File: config.mk
export PLATFORM = sky130hd
export DESIGN_NAME = mem_access_ctrl
export DESIGN_NICKNAME = d
export VERILOG_FILES = /design/src/rtl/mem_access_ctrl.sv
export SDC_FILE = /design/constraint.sdc
export NUM_CORES = 1
export LEC_CHECK = 0
export ABC_AREA = 1
export CAP_MARGIN = 15
export CORE_MARGIN = 1.5
export CORE_UTILIZATION = 35
export CTS_BUF_LIST = sky130_fd_sc_hd__clkbuf_2 sky130_fd_sc_hd__clkbuf_4 sky130_fd_sc_hd__clkbuf_8
export DETAILED_ROUTE_END_ITERATION = 8
export GPL_TIMING_DRIVEN = 0
export PLACE_DENSITY = 0.67
export SLEW_MARGIN = 20
export SYNTH_ARGS = -nofsm -noshare
export SYNTH_HDL_FRONTEND = slang
export SYNTH_SLANG_ARGS = --single-unit
File: constraint.sdc
create_clock -name clk -period 1.92 [get_ports clk]
set_input_delay 0.288 -clock clk [delete_from_list [all_inputs] [get_ports clk]]
set_output_delay 0.288 -clock clk [all_outputs]
set_load 0.01 [all_outputs]
File: src/rtl/mem_access_ctrl.sv
// Memory access sequencer for the multicycle CPU: fetch, load, store and exception-vector read.
// Drives the IorD select, exception vector, memory/IR/MDR/EPC strobes and a one-cycle done pulse.
module mem_access_ctrl #(
  parameter int unsigned MEM_LAT = 1
) (
  input  logic        clk,
  input  logic        reset,
  input  logic        fetch_req,
  input  logic        load_req,
  input  logic        store_req,
  input  logic        addr_src,
  input  logic        exc_req,
  input  logic [1:0]  exc_code,
  output logic [1:0]  iord_sel,
  output logic [31:0] exc_vec,
  output logic        mem_wr,
  output logic        ir_wr,
  output logic        mdr_wr,
  output logic        epc_wr,
  output logic        busy,
  output logic        done,
  output logic [1:0]  dbg_state
);

  // Handshake: fetch/load/store are levels held by the master until it sees
  // done; exc_req is a pulse that is remembered if it cannot be taken at once.
  typedef enum logic [1:0] {
    IDLE   = 2'd0,
    ACCESS = 2'd1,
    WAIT   = 2'd2,
    FINISH = 2'd3
  } state_t;

  typedef enum logic [1:0] {
    K_FETCH = 2'd0,
    K_LOAD  = 2'd1,
    K_STORE = 2'd2,
    K_EXC   = 2'd3
  } kind_t;

  state_t      state_q, state_d;
  kind_t       kind_q, kind_d;
  logic [2:0]  cnt_q, cnt_d;
  logic        pend_q, pend_d;
  logic [1:0]  pcode_q, pcode_d;
  logic [1:0]  iord_q, iord_d;
  logic [31:0] vec_q, vec_d;
  logic        mem_wr_q, ir_wr_q, mdr_wr_q, epc_wr_q, busy_q, done_q;
  logic        exc_take, epc_take;
  logic [1:0]  take_code;

  always_comb begin
    state_d   = state_q;
    kind_d    = kind_q;
    cnt_d     = cnt_q;
    pend_d    = pend_q;
    pcode_d   = pcode_q;
    iord_d    = iord_q;
    vec_d     = vec_q;
    epc_take  = 1'b0;
    exc_take  = pend_q | (exc_req & (state_q == IDLE));
    take_code = (exc_req && (state_q == IDLE)) ? exc_code : pcode_q;

    case (state_q)
      // FINISH accepts like IDLE so back-to-back accesses have no bubble.
      IDLE, FINISH: begin
        state_d = IDLE;
        if (exc_take) begin
          state_d  = ACCESS;
          kind_d   = K_EXC;
          iord_d   = 2'b11;
          vec_d    = (take_code == 2'd3) ? 32'd253 : (32'd253 + {30'd0, take_code});
          epc_take = 1'b1;
          pend_d   = 1'b0;
        end else if (store_req) begin
          state_d = ACCESS;
          kind_d  = K_STORE;
          iord_d  = addr_src ? 2'b10 : 2'b01;
        end else if (load_req) begin
          state_d = ACCESS;
          kind_d  = K_LOAD;
          iord_d  = addr_src ? 2'b10 : 2'b01;
        end else if (fetch_req) begin
          state_d = ACCESS;
          kind_d  = K_FETCH;
          iord_d  = 2'b00;
        end
      end
      ACCESS: begin
        if (kind_q == K_STORE) begin
          state_d = FINISH;
        end else begin
          cnt_d   = 3'(MEM_LAT);
          state_d = WAIT;
        end
      end
      WAIT: begin
        if (cnt_q == 3'd1) state_d = FINISH;
        else               cnt_d   = cnt_q - 3'd1;
      end
    endcase

    // Anything not taken directly from IDLE is parked; the newest code wins.
    if (exc_req && (state_q != IDLE)) begin
      pend_d  = 1'b1;
      pcode_d = exc_code;
    end
  end

  always_ff @(posedge clk or posedge reset) begin
    if (reset) begin
      state_q  <= IDLE;
      kind_q   <= K_FETCH;
      cnt_q    <= 3'd0;
      pend_q   <= 1'b0;
      pcode_q  <= 2'd0;
      iord_q   <= 2'b00;
      vec_q    <= 32'd0;
      mem_wr_q <= 1'b0;
      ir_wr_q  <= 1'b0;
      mdr_wr_q <= 1'b0;
      epc_wr_q <= 1'b0;
      busy_q   <= 1'b0;
      done_q   <= 1'b0;
    end else begin
      state_q  <= state_d;
      kind_q   <= kind_d;
      cnt_q    <= cnt_d;
      pend_q   <= pend_d;
      pcode_q  <= pcode_d;
      iord_q   <= iord_d;
      vec_q    <= vec_d;
      mem_wr_q <= (state_d == ACCESS) && (kind_d == K_STORE);
      ir_wr_q  <= (state_d == FINISH) && (kind_d == K_FETCH);
      mdr_wr_q <= (state_d == FINISH) && ((kind_d == K_LOAD) || (kind_d == K_EXC));
      epc_wr_q <= epc_take;
      busy_q   <= (state_d != IDLE);
      done_q   <= (state_d == FINISH);
    end
  end

  assign iord_sel  = iord_q;
  assign exc_vec   = vec_q;
  assign mem_wr    = mem_wr_q;
  assign ir_wr     = ir_wr_q;
  assign mdr_wr    = mdr_wr_q;
  assign epc_wr    = epc_wr_q;
  assign busy      = busy_q;
  assign done      = done_q;
  assign dbg_state = state_q;

endmodule
# After elaboration in Yosys (flattened, before gate mapping)
# Index checks and enable logic that the tools add are counted.
[classes] addsub=2 eq_ne=13 mux=27 n_bitwise=2 reduce_logical=19
[op_table] cell="2-bit two-way mux" count=12
[op_table] cell="2-bit == test, second input constant" count=7
[op_table] cell="1-bit two-way mux" count=10
[op_table] cell="2-bit nonzero test" count=5
[op_table] cell="8-bit by 2-bit adder with 9-bit output, first input constant" count=1
[op_table] cell="9-bit two-way mux" count=1
[op_table] cell="2-bit by 1-bit == test with 1-bit output, second input constant" count=3
[op_table] cell="3-bit two-way mux" count=2
[op_table] cell="2-bit case mux with 3 select lines" count=1
[op_table] cell="3-bit case mux with 2 select lines" count=1
[op_table] cell="2-bit AND reduction" count=3
[op_table] cell="1-bit logical AND" count=5
[op_table] cell="2-bit zero test" count=2
[op_table] cell="2-bit inequality test, second input constant" count=2
[op_table] cell="4-bit nonzero test" count=1
[op_table] cell="3-bit by 1-bit == test with 1-bit output, second input constant" count=1
[op_table] cell="3-bit AND reduction" count=1
[op_table] cell="3-bit by 1-bit subtractor with 3-bit output, second input constant" count=1
[op_table] cell="2-bit OR reduction" count=1
[op_table] cell="1-bit AND" count=1
[op_table] cell="1-bit logical OR" count=1
[op_table] cell="1-bit bitwise OR" count=1
[word_totals] regBits=50 out_inout_bits=42 elab_cells=76

# Logic depth before layout (Yosys ltp)
# Gate-level depths: netlist of run 1.
[logic_depth] depth_word=8 ltp_mapped=9

# Least setup slack after synthesis of run 1
# Ideal clock, no wire load.
[synth_timing] path_type="register to register" from="register state_q[0] (netlist: dbg_state[0])" to="register mem_wr_q (netlist: mem_wr)" arrival_ns=1.295 path_slack_ns=0.511 path_stages_with_launch=9 n_path_buf=0 synth_period_minus_slack_ns=1.409 path_cell_list="dfrtp_1 -> inv_1 -> ha_1 -> inv_4 -> nand2_1 -> nand2_1 -> nand3_2 -> nand3_1 -> nor2_2"
[synth_lines] item="start, declared" line_no="41" rtl="state_t state_q, state_d;"
[synth_lines] item="start signal, assigned" line_no="126" rtl="state_q <= state_d;"
[synth_lines] item="2-bit == test / 2-bit zero test (equally long branches)" line_no="64, 61"
[synth_lines] item="2-bit OR reduction" line_no="64" rtl="case (state_q)"
[synth_lines] item="2-bit case mux with 3 select lines *" line_no="64"
[synth_lines] item="via state_d[1]" line_no="41"
[synth_lines] item="2-bit by 1-bit == test with 1-bit output *" line_no="133" rtl="mem_wr_q <= (state_d == ACCESS) && (kind_d == K_STORE);"
[synth_lines] item="1-bit logical AND *" line_no="133"
[synth_lines] item="end signal, assigned" line_no="133"
[synth_lines] item="end, declared" line_no="48" rtl="logic mem_wr_q, ir_wr_q, mdr_wr_q, epc_wr_q, busy_q, done_q;"
# The timed path passes the listed nets; every way through them passes the cells marked *.
# A chain may end at the register's enable or synchronous reset.

# Worst setup path after layout of run 1
[layout_timing] from="register vec_q[7] (netlist: exc_vec[7])" to="output port exc_vec[7]"
[layout_lines] item="start, declared" line_no="47" rtl="logic [31:0] vec_q, vec_d;"
[layout_lines] item="start signal, assigned" line_no="132" rtl="vec_q <= vec_d;"
[layout_lines] item="end, declared" line_no="15" rtl="output logic [31:0] exc_vec,"
# No word-level cell between the ends.

==> impl_metrics.json, run 1 <==
{
  "placed_cell_area_sq_um": 1650,
  "max_freq_ghz": 0.584,
  "hold_buffers": 0,
  "n_fill_cell": 355,
  "final_design_area_no_fill_sq_um": 1670,
  "path_clk_slew_ns": 0.12,
  "io_pins": 51,
  "rrSetupSlack_ns": 0.42,
  "htreeDepth": 1,
  "maxSlewHeadroom_pct": 48.7,
  "die_x_um": 62.6,
  "dieArea_sq_um": 3920,
  "clkSinkCount": 21,
  "cts_resized": 0,
  "setup_tns_ns": 0,
  "synth_area_leader_cell": "dfrtp_1",
  "cp_data_arrival_time_ns": 1.43,
  "synthTopCellsByArea": "dfrtp_1 42%, buf_4 18%, nand2_1 7.3%, ha_1 6.0%, inv_1 4.2%",
  "reg2reg_from": "dbg_state[0]",
  "dr.pass1.iters": 4,
  "worst_setup_path_start_kind": "flop",
  "period_minus_slack_ns": 1.71,
  "max_slew.worst_pin.slew_ns": 0.768,
  "antenna_cells": 0,
  "numCtsBuffers": 3,
  "grt_pass1_vias": 804,
  "finalCritPeriodShare_pct": 89.2,
  "routed_wl_um": 1930,
  "yosys_register_bits": 21,
  "synthDistinctLibCells": 22,
  "multiInputGateArea_sq_um": 509,
  "insertion_delay_ns": 0.30,
  "overflow": 0,
  "core-area_sq_um": 3360,
  "fp.dieH_um": 62.6,
  "ant_nets": 0,
  "layout-drive-gt1-share_pct": 25.7,
  "wl_per_cell_um": 8.16,
  "peakVddDrop_v": 0.000791,
  "row_count": 21,
  "avgViaCountPerCell": 3.79,
  "antenna_found_initial": 0,
  "yosysSeqAreaShare_pct": 42.3,
  "gp_congestion": 0.711,
  "cts_tree": "built",
  "track_usage_pct": 10.4,
  "syn_inst": 138,
  "drv_slew": 0,
  "syn_area_sq_um": 1240,
  "drc_errors": 0,
  "drt_iter0_markers": 14,
  "start_util_pct": 36.9,
  "avgSynthCellArea_sq_um": 9.00,
  "worstReg2RegEnd": "mem_wr",
  "p_per_area_nw_per_um2": 1320,
  "hold_viol": 0,
  "dpl.hpwl_um": 1580,
  "maxCapViolations": 0,
  "grt_pass1_wl_um": 3260,
  "seqCellArea_sq_um": 526,
  "io_buffers": 26,
  "grt_max_degree": 22,
  "end_kind": "output pin",
  "post-cts-setup-buffer-count": 0,
  "rsz0062_at_grt": "no",
  "setup_viol": 0,
  "status": "complete, no violations",
  "worstPathRequired_ns": 1.63,
  "cts_max_path_buffers": 2,
  "cellLeakagePower_uw": 0.000898,
  "path_max_fanout": 7,
  "synthToLayoutAreaGrowth_pct": 34.7,
  "r2r.worst_path.cells": 8,
  "synth_top_area_share_pct": 42.3,
  "layout.nets": 207,
  "min_path_type": "in2async",
  "cts-root-buf": "clkbuf_4",
  "fin_skew_ns": 0.000876,
  "yosysWarnings": 0,
  "num_vias": 898,
  "crit_type": "reg2out"
}
## worst max-delay path by stage
stage | slack (ns) | startpoint | to
2_1_floorplan | 0.51 | dbg_state[0] | mem_wr
3_3_place_gp | 0.37 | exc_req | exc_vec[1]
3_5_place_dp | 0.35 | exc_req | exc_vec[1]
4_1_cts | 0.18 | exc_vec[7] | exc_vec[7]
5_1_grt | 0.11 | exc_vec[7] | exc_vec[7]
6_report | 0.21 | exc_vec[7] | exc_vec[7]
## routing by layer
layer  wire, um  track usage, %
met3        137            2.34
met5          0               0
met4         14            4.17
met2        864            18.1
met1        917            12.3
## cells by family (layout without fill, tap and decap cells)
logic type	after synthesis	in the layout	synth area share, %
flip-flops	21	21	42.3
other	1	24	0.302
adder cells (fa/ha/maj)	6	6	6.04
AND/OR/NAND/NOR	48	48	20.8
buffers and inverters	48	78	23.7
AO/OA/AOI/OAI	13	13	6.14
XOR/XNOR	1	1	0.705
## stage by stage
step | setup WS [ns] | hold WS, ns | power, uW | utilization, % | cells
after global placement | 0.374 | 0.469 | 2010 | 49.0 | 233
after detailed placement | 0.345 | 0.464 | 2020 | 49.0 | 233
after global routing | 0.112 | 0.506 | 2430 | 49.8 | 237
after CTS | 0.180 | 0.449 | 2240 | 49.8 | 237
final | 0.207 | 0.421 | 2210 | 49.8 | 237
after floorplan | 0.511 | 0.265 | 1650 | - | 161
## where the power goes
part,switching (uW),total [uW],internal (uW)
Clock,133,210,77.5
Combinational,745,1290,541
Sequential,86.2,711,625
## cell usage after synthesis
master,number
buf_4,29
nand2_1,24
dfrtp_1,21
inv_1,14
o21ai_0,9
nand3_1,7
ha_1,6
nor2_1,6
inv_2,3
nand2_2,3
inv_4,2
nand2_4,2
nand3_2,2
o21ai_1,2
a21oi_1,1
conb_1,1
nand2_8,1
nand3_4,1
nor2_2,1
o21ai_4,1
or2_1,1
xor2_1,1
## layout make-up
cell class	instances	area share (%)
flip-flops and latches	21	31.4
clock inverters	1	0.299
inverters	19	4.56
clock buffers	3	1.35
repair buffers	26	15.5
multi-input cells	92	30.4
plain buffers	29	13.0
well taps	46	3.44
## state kept, by name (all words and copies together) (netlist names), 2 cells and up
signal / cells
iord_sel: 2
cnt_q: 3
pcode_q: 2
kind_q: 2
exc_vec: 3
dbg_state: 2
## worst max-delay path, cell delays in order, from the launching register on
cell and delay, ns:
dfrtp_1 0.46, buf_4 0.14, clkdlybuf4s50_1 0.53
## placed cells by master, fill, tap and decap left out, types with 3 or more instances in the layout
master / count
conb_1: 24
clkdlybuf4s50_1: 26
ha_1: 6
buf_4: 29
inv_1: 14
o21ai_0: 9
dfrtp_1: 21
nand2_1: 24
clkbuf_4: 3
nand3_1: 7
nand2_2: 3
inv_2: 3
nor2_1: 6
No activity file was read; power rests on OpenSTA's default activity.
==> run 2, diff against run 1 <==
--- a/config.mk
+++ b/config.mk
@@ -12,6 +12,7 @@
 export CTS_BUF_LIST = sky130_fd_sc_hd__clkbuf_2 sky130_fd_sc_hd__clkbuf_4 sky130_fd_sc_hd__clkbuf_8
 export DETAILED_ROUTE_END_ITERATION = 8
 export GPL_TIMING_DRIVEN = 0
+export MAX_ROUTING_LAYER = met4
 export PLACE_DENSITY = 0.67
 export SLEW_MARGIN = 20
 export SYNTH_ARGS = -nofsm -noshare
==> impl_metrics.json, run 2 (synthesis gave the netlist of run 1 again) <==
{
  "antenna_found_initial": 0,
  "max_freq_ghz": 0.584,
  "n_fill_cell": 355,
  "grt_pass1_vias": 804,
  "peakVddDrop_v": 0.000791,
  "setup_tns_ns": 0,
  "r2r.worst_path.cells": 8,
  "grt_util_met2_pct": 18.1,
  "path_max_fanout": 7,
  "routed_wl_um": 1930,
  "antenna_cells": 0,
  "p_seq_share_pct": 32.2,
  "htreeDepth": 1,
  "grt_pass1_wl_um": 3260,
  "hold_buffers": 0,
  "avgViaCountPerCell": 3.79,
  "worst_setup_path_start_kind": "flop",
  "placed_cell_area_sq_um": 1650,
  "rrSetupSlack_ns": 0.42,
  "worstReg2RegEnd": "mem_wr",
  "final_common_cell": "buf_4",
  "numCtsBuffers": 3,
  "path_clk_slew_ns": 0.12,
  "overflow": 0,
  "maxSlewHeadroom_pct": 48.7,
  "cts_resized": 0,
  "gp_congestion": 0.719,
  "layout.cells.non_filler": 237,
  "layout.nets": 207,
  "max_slew.worst_pin.slew_ns": 0.768,
  "use_met3_pct": 2.34,
  "worstPathRequired_ns": 1.63,
  "multiInputGateArea_sq_um": 509,
  "core-area_sq_um": 3360,
  "hold_viol": 0,
  "status": "complete, no violations",
  "grt.busiest_layer": "met2",
  "start_util_pct": 36.9,
  "die_x_um": 62.6,
  "wl_per_cell_um": 8.16,
  "min_path_type": "in2async",
  "cellLeakagePower_uw": 0.000898,
  "dieArea_sq_um": 3920,
  "synthToLayoutAreaGrowth_pct": 34.7,
  "final_design_area_no_fill_sq_um": 1670,
  "fp.dieH_um": 62.6,
  "cts_max_path_buffers": 2,
  "max_stage_delay_ns": 0.53,
  "p_per_area_nw_per_um2": 1320,
  "fin_hold_ws_ns": 0.421,
  "drc_errors": 0,
  "layout-drive-gt1-share_pct": 25.7,
  "period_minus_slack_ns": 1.71,
  "cts_tree": "built",
  "ant_nets": 0,
  "rsz0062_at_grt": "no",
  "seqCellArea_sq_um": 526,
  "p_int_uw": 1240,
  "cts-root-buf": "clkbuf_4",
  "clkSinkCount": 21,
  "finalCritPeriodShare_pct": 89.2,
  "track_usage_pct": 10.7,
  "crit_type": "reg2out",
  "final_cell_mix": "29 x buf_4, 26 x clkdlybuf4s50_1, 24 x nand2_1, 24 x conb_1, 21 x dfrtp_1",
  "drt_iter0_markers": 14,
  "crit_chain": "buf_4, clkdlybuf4s50_1",
  "dp.cells": 233,
  "setup_viol": 0,
  "num_vias": 898,
  "row_count": 21,
  "dpl.hpwl_um": 1580,
  "io_buffers": 26,
  "swShare_pct": 43.7,
  "cp_slowest_cell": "clkdlybuf4s50_1",
  "io_pins": 51,
  "drv_slew": 0,
  "maxCapViolations": 0,
  "cp_data_arrival_time_ns": 1.43,
  "insertion_delay_ns": 0.30,
  "post-cts-setup-buffer-count": 0,
  "met1_usage_pct": 12.3,
  "pwr-share-clk_pct": 9.5,
  "dr.pass1.iters": 4,
  "fin_skew_ns": 0.000914,
  "switchingPower_uw": 964,
  "reg2reg_from": "dbg_state[0]",
  "combPwrFrac_pct": 58.3,
  "end_kind": "output pin",
  "grt_max_degree": 22
}
## run 2: cell counts in the layout (fill, tap and decap cells not counted)
No cell type changed its count.
## run 2: power groups by stage
stage                     Clock [uW]  Combinational [uW]  Sequential [uW]
after floorplan                    0                 888              759
after global placement             0                1290              718
after detailed placement           0                1300              722
after CTS                        221                1310              712
after global routing             245                1460              732
final                            210                1290              711
## run 2: layout make-up
cell class	count	area share [%]
sequential	21	31.4
multi-input combinational	92	30.4
timing repair buffer	26	15.5
buffer	29	13.0
inverter	19	4.56
tap	46	3.44
clock buffer	3	1.35
clock inverter	1	0.299
## run 2: worst max-delay path by stage
| stage | from | to | slack (ns) | cells past startpoint |
|---|---|---|---|---|
| finish | exc_vec[7] | exc_vec[7] | 0.21 | 2 |
| global route | exc_vec[7] | exc_vec[7] | 0.11 | 2 |
| CTS | exc_vec[7] | exc_vec[7] | 0.18 | 2 |
| detailed placement | exc_req | exc_vec[1] | 0.35 | 6 |
| global placement | exc_req | exc_vec[1] | 0.37 | 5 |
| floorplan | dbg_state[0] | mem_wr | 0.51 | 8 |
## run 2: per-layer routing
metal | vias up | wire length [um]
met5 | - | 0
met3 | 2 | 137
met2 | 30 | 864
met4 | 0 | 14
li1 | 485 | -
met1 | 381 | 916
## run 2: per-stage QoR
step / power [uW] / setup slack [ns] / util [%]
after CTS: 2240 / 0.180 / 49.8
after global placement: 2010 / 0.374 / 49.0
after detailed placement: 2020 / 0.345 / 49.0
after global routing: 2430 / 0.112 / 49.8
final: 2210 / 0.207 / 49.8
after floorplan: 1650 / 0.511 / -
## run 2: worst max-delay path: cells and delay by family, from the launching register on
family | cells | cell delay [ns]
buffers and inverters | 2 | 0.67
flip-flops | 1 | 0.46
==> run 3, diff against run 2 <==
--- a/config.mk
+++ b/config.mk
@@ -6,7 +6,9 @@
 export NUM_CORES = 1
 export LEC_CHECK = 0
 export ABC_AREA = 1
+export ABC_CLOCK_PERIOD_IN_PS = 1590
 export CAP_MARGIN = 15
+export CORE_ASPECT_RATIO = 1.75
 export CORE_MARGIN = 1.5
 export CORE_UTILIZATION = 35
 export CTS_BUF_LIST = sky130_fd_sc_hd__clkbuf_2 sky130_fd_sc_hd__clkbuf_4 sky130_fd_sc_hd__clkbuf_8
==> constraint.sdc (replaced) <==
create_clock -name clk -period 1.59 [get_ports clk]
set_input_delay 0.2385 -clock clk [delete_from_list [all_inputs] [get_ports clk]]
set_output_delay 0.2385 -clock clk [all_outputs]
set_load 0.01 [all_outputs]
==> impl_metrics.json, run 3 (synthesis gave the netlist of run 1 again) <==
{
  "max_slew.worst_pin.slew_ns": 0.771,
  "period_minus_slack_ns": 1.53,
  "layout.nets": 209,
  "hold_viol": 0,
  "wl_per_cell_um": 8.32,
  "cts-root-buf": "clkbuf_8",
  "ant_nets": 0,
  "hold_buffers": 0,
  "wl_met2_um": 1100,
  "grt_max_degree": 22,
  "num_vias": 922,
  "critPathTopFamily": "buffers and inverters",
  "numCtsBuffers": 3,
  "synthToLayoutAreaGrowth_pct": 38.3,
  "insertion_delay_ns": 0.26,
  "p_per_area_nw_per_um2": 1610,
  "finalCritPeriodShare_pct": 96.4,
  "io_buffers": 26,
  "row_count": 28,
  "track_usage_pct": 11.4,
  "fp.dieH_um": 81.8,
  "path_max_fanout": 6,
  "max_freq_ghz": 0.653,
  "routed_wl_um": 1980,
  "overflow": 0,
  "multiInputGateArea_sq_um": 509,
  "cp_data_arrival_time_ns": 1.29,
  "crit_type": "reg2out",
  "wl_met3_um": 138,
  "io_pins": 51,
  "gp_congestion": 0.806,
  "highest_layer": "met4",
  "drt_iter0_markers": 19,
  "max_stage_delay_ns": 0.47,
  "core-area_sq_um": 3400,
  "avgViaCountPerCell": 3.87,
  "rsz0062_at_grt": "no",
  "start_util_pct": 36.6,
  "htreeDepth": 1,
  "maxSlewHeadroom_pct": 48.5,
  "drv_slew": 0,
  "final_cell_mix": "31 x buf_4, 24 x nand2_1, 24 x conb_1",
  "die_x_um": 48.0,
  "critPathBufInv": 2,
  "min_path_type": "in2async",
  "dpl.hpwl_um": 1630,
  "path_clk_slew_ns": 0.07,
  "total_power_uw": 2770,
  "dieArea_sq_um": 3930,
  "seqCellArea_sq_um": 527,
  "cts_max_path_buffers": 2,
  "status": "complete, no violations",
  "crit_chain": "buf_4, clkdlybuf4s50_1",
  "grt_pass1_vias": 751,
  "maxCapViolations": 0,
  "end_kind": "output pin",
  "m1WireLength_um": 699,
  "worst_setup_path_start_kind": "flop",
  "n_fill_cell": 337,
  "worstPathRequired_ns": 1.35,
  "dr.pass1.iters": 4,
  "clkSinkCount": 21,
  "layout-drive-gt1-share_pct": 26.9,
  "fin_skew_ns": 0.00313,
  "cp_num_cells": 2,
  "cp_slowest_cell": "clkdlybuf4s50_1",
  "drc_errors": 0,
  "r2r.worst_path.cells": 8,
  "antenna_found_initial": 0,
  "setup_viol": 0,
  "antenna_cells": 0,
  "final_common_cell": "buf_4",
  "peakVddDrop_v": 0.000747,
  "grt_pass1_wl_um": 3060,
  "setup_tns_ns": 0,
  "cts_tree": "built",
  "cellLeakagePower_uw": 0.000912
}
## run 3: changes by cell type in the layout (fill, tap and decap cells not counted)
cell / before / now
o21ai_1: 2 / 3
clkbuf_4: 3 / 0
dlymetal6s2s_1: 0 / 4
clkbuf_8: 0 / 3
buf_4: 29 / 31
clkdlybuf4s50_1: 26 / 22
o21ai_0: 9 / 8
dfrtp_2: 0 / 1
dfrtp_1: 21 / 20
## run 3: final timing paths
check                              from          end  slack [ns]
max                          exc_vec[7]   exc_vec[7]        0.06
min                               reset     cnt_q[2]        0.42
max reg2reg                dbg_state[0]  iord_sel[1]        0.10
min reg2reg                 iord_sel[1]  iord_sel[1]        0.49
max in group asynchronous         reset   exc_vec[7]        0.64
min in group clk            iord_sel[1]  iord_sel[1]        0.49
## run 3: layout make-up
cell class,instances,share of cell area [%]
clock inverters,1,0.291
flip-flops and latches,21,30.7
repair buffers,28,16.6
clock buffers,3,2.40
inverters,19,4.44
well taps,45,3.28
plain buffers,29,12.7
multi-input cells,92,29.6
## run 3: worst reg2reg max path: stages (launching register included)
cell and delay [ns]:
dfrtp_1 0.42, inv_1 0.08, ha_1 0.37, inv_4 0.16, nand2_4 0.09, nand3_4 0.11
inv_4 0.05, nand2_1 0.05, nand2_1 0.05
## run 3: through the flow
stage               instance area [sq um]  hold WS [ns]  setup slack, ns  std cells  util, %
floorplan                            1330         0.215            0.181        161        -
global placement                     1650         0.471           0.0666        232     48.4
detailed placement                   1650         0.482           0.0494        232     48.4
CTS                                  1690         0.452           0.0208        236     49.8
global route                         1720         0.500          0.00694        238     50.6
finish                               1720         0.419           0.0577        238     50.6
## run 3: timing repair
action / in CTS / in global routing
setup endpoints to repair: 5 / 6
buffers inserted: 0 / 2
resized for setup: 1 / 5
pin swaps: 0 / 1
endpoints found under the hold margin: 0 / 0
## run 3: power breakdown
group          internal [uW]  switching, uW  total, uW
Combinational            662            902       1560
Sequential               756            108        864
Clock                    174            168        342
Total                   1590           1180       2770
## run 3: routing by layer
layer | up-vias | GRT usage, %
li1 | 480 | -
met1 | 406 | 11.3
met2 | 32 | 19.3
met3 | 4 | 1.98
met4 | 0 | 7.30
met5 | - | -
